==> src/rtl/timer_dev_pkg.sv <==
// Shared definitions for the memory-mapped countdown timer: register offsets,
// CTRL layout, MODE and FSM encodings, and the bus windows of both instances.
package timer_dev_pkg;

    // Word offsets inside a 16-byte window (byte address bits [3:2])
    localparam logic [1:0] ADDR_CTRL   = 2'd0;
    localparam logic [1:0] ADDR_PRESET = 2'd1;
    localparam logic [1:0] ADDR_COUNT  = 2'd2;
    localparam logic [1:0] ADDR_UNUSED = 2'd3;

    // CTRL bit positions; the packed struct below uses the same layout
    localparam int CTRL_EN_BIT   = 0;
    localparam int CTRL_MODE_LSB = 1;
    localparam int CTRL_MODE_MSB = 2;
    localparam int CTRL_IM_BIT   = 3;
    localparam int CTRL_BITS     = 4;

    // System bridge windows of the two timer instances
    localparam logic [15:0] TIMER0_BASE = 16'h7f00;
    localparam logic [15:0] TIMER1_BASE = 16'h7f10;

    typedef enum logic [1:0] {
        MODE_ONESHOT = 2'd0,
        MODE_RELOAD  = 2'd1,
        MODE_RSVD2   = 2'd2,
        MODE_RSVD3   = 2'd3
    } mode_e;

    typedef enum logic [1:0] {
        ST_IDLE = 2'd0,
        ST_LOAD = 2'd1,
        ST_CNT  = 2'd2,
        ST_INT  = 2'd3
    } state_e;

    typedef struct packed {
        logic  im;
        mode_e mode;
        logic  en;
    } ctrl_t;

    // Only MODE 1 reloads; the reserved encodings fall back to one-shot
    function automatic logic is_reload(input ctrl_t c);
        return c.mode == MODE_RELOAD;
    endfunction

endpackage

==> src/rtl/timer_dev.sv <==
// Programmable countdown timer with one-shot / auto-reload modes and a
// maskable interrupt; one FSM plus the CTRL/PRESET/COUNT register file.
module timer_dev
    import timer_dev_pkg::*;
#(
    parameter int WIDTH = 32
) (
    input  logic             clk,
    input  logic             reset,
    input  logic [1:0]       addr,
    input  logic             we,
    input  logic [WIDTH-1:0] wdata,
    output logic [WIDTH-1:0] rdata,
    output logic             irq
);

    ctrl_t            ctrl_q,    ctrl_d;
    logic [WIDTH-1:0] preset_q,  preset_d;
    logic [WIDTH-1:0] count_q,   count_d;
    logic             pending_q, pending_d;
    state_e           state_q,   state_d;

    logic ctrl_wr;
    logic preset_wr;

    assign ctrl_wr   = we && (addr == ADDR_CTRL);
    assign preset_wr = we && (addr == ADDR_PRESET);

    // NOTE: every next-state variable gets a default first so no latch is inferred.
    always_comb begin
        ctrl_d    = ctrl_q;
        preset_d  = preset_q;
        count_d   = count_q;
        pending_d = pending_q;
        state_d   = state_q;

        if (ctrl_wr || preset_wr) begin
            pending_d = 1'b0;
        end
        if (preset_wr) begin
            preset_d = wdata;
        end

        case (state_q)
            ST_IDLE: begin
                if (ctrl_q.en) begin
                    state_d = ST_LOAD;
                end
            end
            ST_LOAD: begin
                count_d = preset_q;
                state_d = ST_CNT;
            end
            ST_CNT: begin
                if (!ctrl_q.en) begin
                    state_d = ST_IDLE;
                end else if (count_q > WIDTH'(1)) begin
                    count_d = count_q - WIDTH'(1);
                end else begin
                    // A preset of 0 terminates here exactly like a preset of 1
                    count_d   = '0;
                    pending_d = 1'b1;
                    state_d   = ST_INT;
                end
            end
            ST_INT: begin
                if (is_reload(ctrl_q)) begin
                    pending_d = 1'b0;
                    state_d   = ctrl_q.en ? ST_LOAD : ST_IDLE;
                end else begin
                    ctrl_d.en = 1'b0;
                    state_d   = ST_IDLE;
                end
            end
            default: state_d = ST_IDLE;
        endcase

        // A CPU write to CTRL overrides the FSM's own EN clear in the same cycle
        if (ctrl_wr) begin
            ctrl_d = ctrl_t'(wdata[CTRL_BITS-1:0]);
        end
    end

    // NOTE: sequential state uses non-blocking assignments only.
    always_ff @(posedge clk or posedge reset) begin
        if (reset) begin
            ctrl_q    <= '0;
            preset_q  <= '0;
            count_q   <= '0;
            pending_q <= 1'b0;
            state_q   <= ST_IDLE;
        end else begin
            ctrl_q    <= ctrl_d;
            preset_q  <= preset_d;
            count_q   <= count_d;
            pending_q <= pending_d;
            state_q   <= state_d;
        end
    end

    always_comb begin
        rdata = '0;
        case (addr)
            ADDR_CTRL:   rdata = {{(WIDTH-CTRL_BITS){1'b0}}, ctrl_q};
            ADDR_PRESET: rdata = preset_q;
            ADDR_COUNT:  rdata = count_q;
            default:     rdata = '0;
        endcase
    end

    assign irq = pending_q & ctrl_q.im;

endmodule

==> config.mk <==
export PLATFORM = sky130hd
export DESIGN_NAME = timer_dev
export DESIGN_NICKNAME = d
export VERILOG_FILES = /design/src/rtl/timer_dev_pkg.sv /design/src/rtl/timer_dev.sv
export SDC_FILE = /design/constraint.sdc
export NUM_CORES = 1
export LEC_CHECK = 0
export ABC_CLOCK_PERIOD_IN_PS = 3400
export CORE_ASPECT_RATIO = 1.2
export CORE_UTILIZATION = 54
export DETAILED_ROUTE_END_ITERATION = 10
export PLACE_DENSITY = 0.8
export SYNTH_ARGS = -nofsm -noshare
export SYNTH_HDL_FRONTEND = slang
export SYNTH_SLANG_ARGS = --single-unit
==> constraint.sdc <==
create_clock -name clk -period 3.4 [get_ports clk]
set_input_delay 0.51 -clock clk [delete_from_list [all_inputs] [get_ports clk]]
set_output_delay 0.51 -clock clk [all_outputs]
set_load 0.02 [all_outputs]
==> results.tsv <==
stage	metric	value	unit
route	metal3 WL	602	um
floorplanning	die footprint	8200	um^2
setup_path	slowest stage delay, CP	0.67	ns
global_routing	Tot GR Track Use	28.0	%
route	vias	3819	
global_routing	vias in the first global route	3889	
yosys	Synth async-reset ratio	100	%
final_layout	# fillers	602	
timing	Final WS setup	0.440	ns
cts	H-Tree Depth	3	
yosys	Post-synth EDFFs	0	
power	PnR Total Power	0.00391	W
power	leakage power	2.09	nW
floorplanning	overall die height	99.0	um
timing	Setup violations, final	0	
power	Comb power frac	41.2	%
setup_path	class of the most critical setup path	input port to primary output	
floorplanning	Rows	35	
route	Routed Antenna Nets	0	
power	part of the power in the clock network	19.9	%
yosys	synthesized area	4240	um^2
timing	relative slew slack	38.2	%
setup_path	Critical Path RT	2.89	ns
yosys	xor/xnor share of the synthesized area	0	%
route	DRC	0	
setup_path	CP Capture Type	primary output	
power	pwr dens	745	nW/um^2
final_layout	nets	524	
cts	clk_lat worst skew	0.35	ns
timing	setup TNS	0	ns
power	Flop pwr share	38.9	%
run_status	outcome	finished clean	
timing	final worst path period need	2.96	ns
setup_path	CP startpoint	addr[1]	
final_layout	ant diodes	0	
route	drt via density	6.56	
floorplanning	core area	7620	um^2
setup_path	CP most frequent cell	clkdlybuf4s50_1	
yosys	synthesized flop and latch total	71	
route	Avg WL per Cell	18.8	um
power	Internal	0.00234	W
setup_path	Crit-path slowest cell	clkdlybuf4s50_1	
setup_path	crit-path cells	clkdlybuf4s50_1, nor2b_2, buf_4, a22o_1, clkdlybuf4s50_1	
yosys	register area share after synthesis	41.9	%
setup_path	WP depth	5	
yosys	Mapped Cells	427	
setup_path	reg-to-reg endpoint	count_q[3]	
final_layout	multi-input logic area	2230	um^2
global_routing	largest net degree at the start of global routing	40	
timing	count of final hold-check violations	0	
place	IO buf count	69	
cts	register clock-pin slew on the reported worst setup and hold paths	0.07	ns
timing	Hold WS	0.542	ns
yosys	Synth Area in Adders	0.591	%
timing	Final period util	87.1	%
final_layout	layout cells sized above 1	18.4	%
route	Total Wirelength	10.9	mm
yosys	multiplexer share of the synthesized area	11.0	%
route	1st-iter DRT viols	369	
place	GPL Wtd Cong	0.877	
floorplanning	Starting Density	55.6	%
setup_path	Critical Path AT	2.45	ns
power	Sw Ratio	40.2	%
route	met2 wire len	5.67	mm
power	VDD IR max	0.425	mV
timing	clk_skew	0.00934	ns
timing	Fmax	0.338	GHz
cts	deepest clock path buffer count	2	
cts	CTS root buf	clkbuf_8	
timing	Slew Viols, Final	0	
power	NetSw	0.00157	W
cts	Post-CTS Hold Buffers	0	
flow_run	MaxCap Viol Count	0	
yosys	Synth Warn #	0	
final_layout	register area	1780	um^2
yosys	Synth Area per Inst	9.92	um^2
yosys	Synth cell types	59	
place	dpl hpwl	7.43	mm
yosys	predominant post-synthesis flop cell	dfrtp_1	
final_layout	Area Growth Syn to Fin	23.8	%
cts	CTS Buf Count	9	
worst_hold_path	worst hold-check path type	flip-flop to flip-flop	
setup_path	CP top delay family	buffers and inverters	
setup_path	CP Max Fanout	14	
timing	worst slew pin tran	0.927	ns
setup_path	CP bufs+invs	3	
global_routing	first-pass GRT wire length	18.7	mm
route	M1 WL	4.51	mm
yosys	syn_nets	466	
cts	postcts setup bufs	0	
route	uppermost routed layer	met4	
final_layout	Final Non-Filler Cells	582	
setup_path	R2R Setup Slk	0.49	ns
cts	cts repair resizes	0	
place	worst slack at placement	0.461	ns
place	DP Cell Count	566	
setup_path	reg2reg path depth	5	
yosys	combinational family with the most area after synthesis	compound AO/OA/AOI/OAI gates	
floorplanning	Ports	70	
worst_hold_path	HP Start	preset_q[7]	
global_routing	total grt overflow	0	
timing	RSZ-0062 raised after global routing	no	
setup_path	worst r2r src	count_q[16]	
floorplanning	Die Width	82.8	um
setup_path	Setup crit end	rdata[6]	
cts	Sink Count	71	
global_routing	initial antenna violation count	0	
cts	CTS tree	yes	
yosys	complex-gate fraction of the synthesized area	23.7	%
route	drt pass-1 iters	6	
yosys	Post-Synth Simple-Gate Area	17.3	%
setup_path	Worst Setup Start Kind	input port	
[state kept, by name (all words and copies together) (netlist names)]
name / flops
preset_q: 32
state_q: 2
pending_q: 1
count_q: 32
ctrl_q: 4
[cell usage after synthesis (7+ instances only)]
master	count	share of area, %
inv_1	11	0.97
mux2_2	35	9.3
nand2_1	27	2.4
nand3_1	12	1.4
a22o_1	32	6.6
o21ai_0	14	1.7
nor4_1	10	1.5
mux2i_1	7	1.7
clkbuf_1	28	2.5
or4_1	7	1.2
nor2_1	17	1.5
a21oi_1	13	1.5
o22ai_1	7	1.0
o31ai_1	11	1.9
or3_1	8	1.2
nor3_1	13	1.5
dfrtp_1	71	42
[cell usage in the layout, fill, tap and decap left out, types with 3 or more instances in the layout]
master	n
o221ai_1	3
dfrtp_1	71
o31ai_1	11
o2bb2ai_1	3
or3_1	8
clkbuf_8	11
a21oi_1	12
clkdlybuf4s50_1	69
nor2_1	17
o211ai_1	3
and2_1	4
and3_1	5
mux2i_1	7
o41a_1	3
a31oi_1	6
buf_4	18
nand2_1	27
o31a_1	3
nor4_1	10
mux2_2	35
nand2b_1	4
a22o_1	32
nor2b_1	3
o22ai_1	7
o2111ai_1	5
or4_4	4
nand3_1	12
a22oi_1	6
o21ai_0	14
o41ai_1	5
inv_1	10
nor3_1	13
or4_1	7
[cells by family after synthesis]
group / after synthesis
compound gates: 130
simple gates: 130
mux: 42
fa+ha+maj: 2
flops: 71
buf+inv: 52
[power by group through the flow]
| stage | registers, W | logic [W] | clock network (W) |
|---|---|---|---|
| final | 0.00152 | 0.00161 | 0.000779 |
| after global routing | 0.00157 | 0.00177 | 0.000823 |
| after CTS | 0.00151 | 0.00160 | 0.000788 |
| after detailed placement | 0.00152 | 0.00159 | 0 |
| after global placement | 0.00151 | 0.00155 | 0 |
| after floorplan | 0.00136 | 0.00121 | 0 |
[area by class of cell]
| class | instances | share of cell area [%] |
|---|---|---|
| multi-input cells | 304 | 42.6 |
| well taps | 92 | 2.20 |
| clock inverters | 5 | 1.53 |
| inverters | 11 | 0.788 |
| flip-flops and latches | 71 | 33.9 |
| clock buffers | 11 | 2.89 |
| repair buffers | 88 | 16.1 |
[per-stage QoR]
step           util (%)  instance area (um^2)
4_1_cts            68.8                  5240
5_1_grt            68.8                  5240
2_1_floorplan         -                  4240
3_3_place_gp       65.8                  5010
6_report           68.8                  5240
3_5_place_dp       65.8                  5010
[worst register-to-register path: cells and delay by family, from the launching register on]
kind	cells	cell delay (ns)
and+or+nand+nor	4	2.14
DFF	1	0.45
AOI/OAI and AO/OA	1	0.16
[worst min-delay path by stage]
stage | cells past startpoint | end | slack [ns]
floorplan | 1 | count_q[15] | 0.49
global placement | 1 | ctrl_q[1] | 0.51
detailed placement | 1 | preset_q[7] | 0.52
CTS | 1 | preset_q[7] | 0.54
global route | 1 | preset_q[23] | 0.56
finish | 1 | preset_q[7] | 0.54
[metal layers]
layer / vias up / GRT usage (%)
met1: 1887 / 35.6
met2: 154 / 48.2
met5: - / 0
met4: 0 / 9.95
met3: 15 / 4.86
li1: 1763 / -
Note: power is estimated with default switching activity, not from simulation.
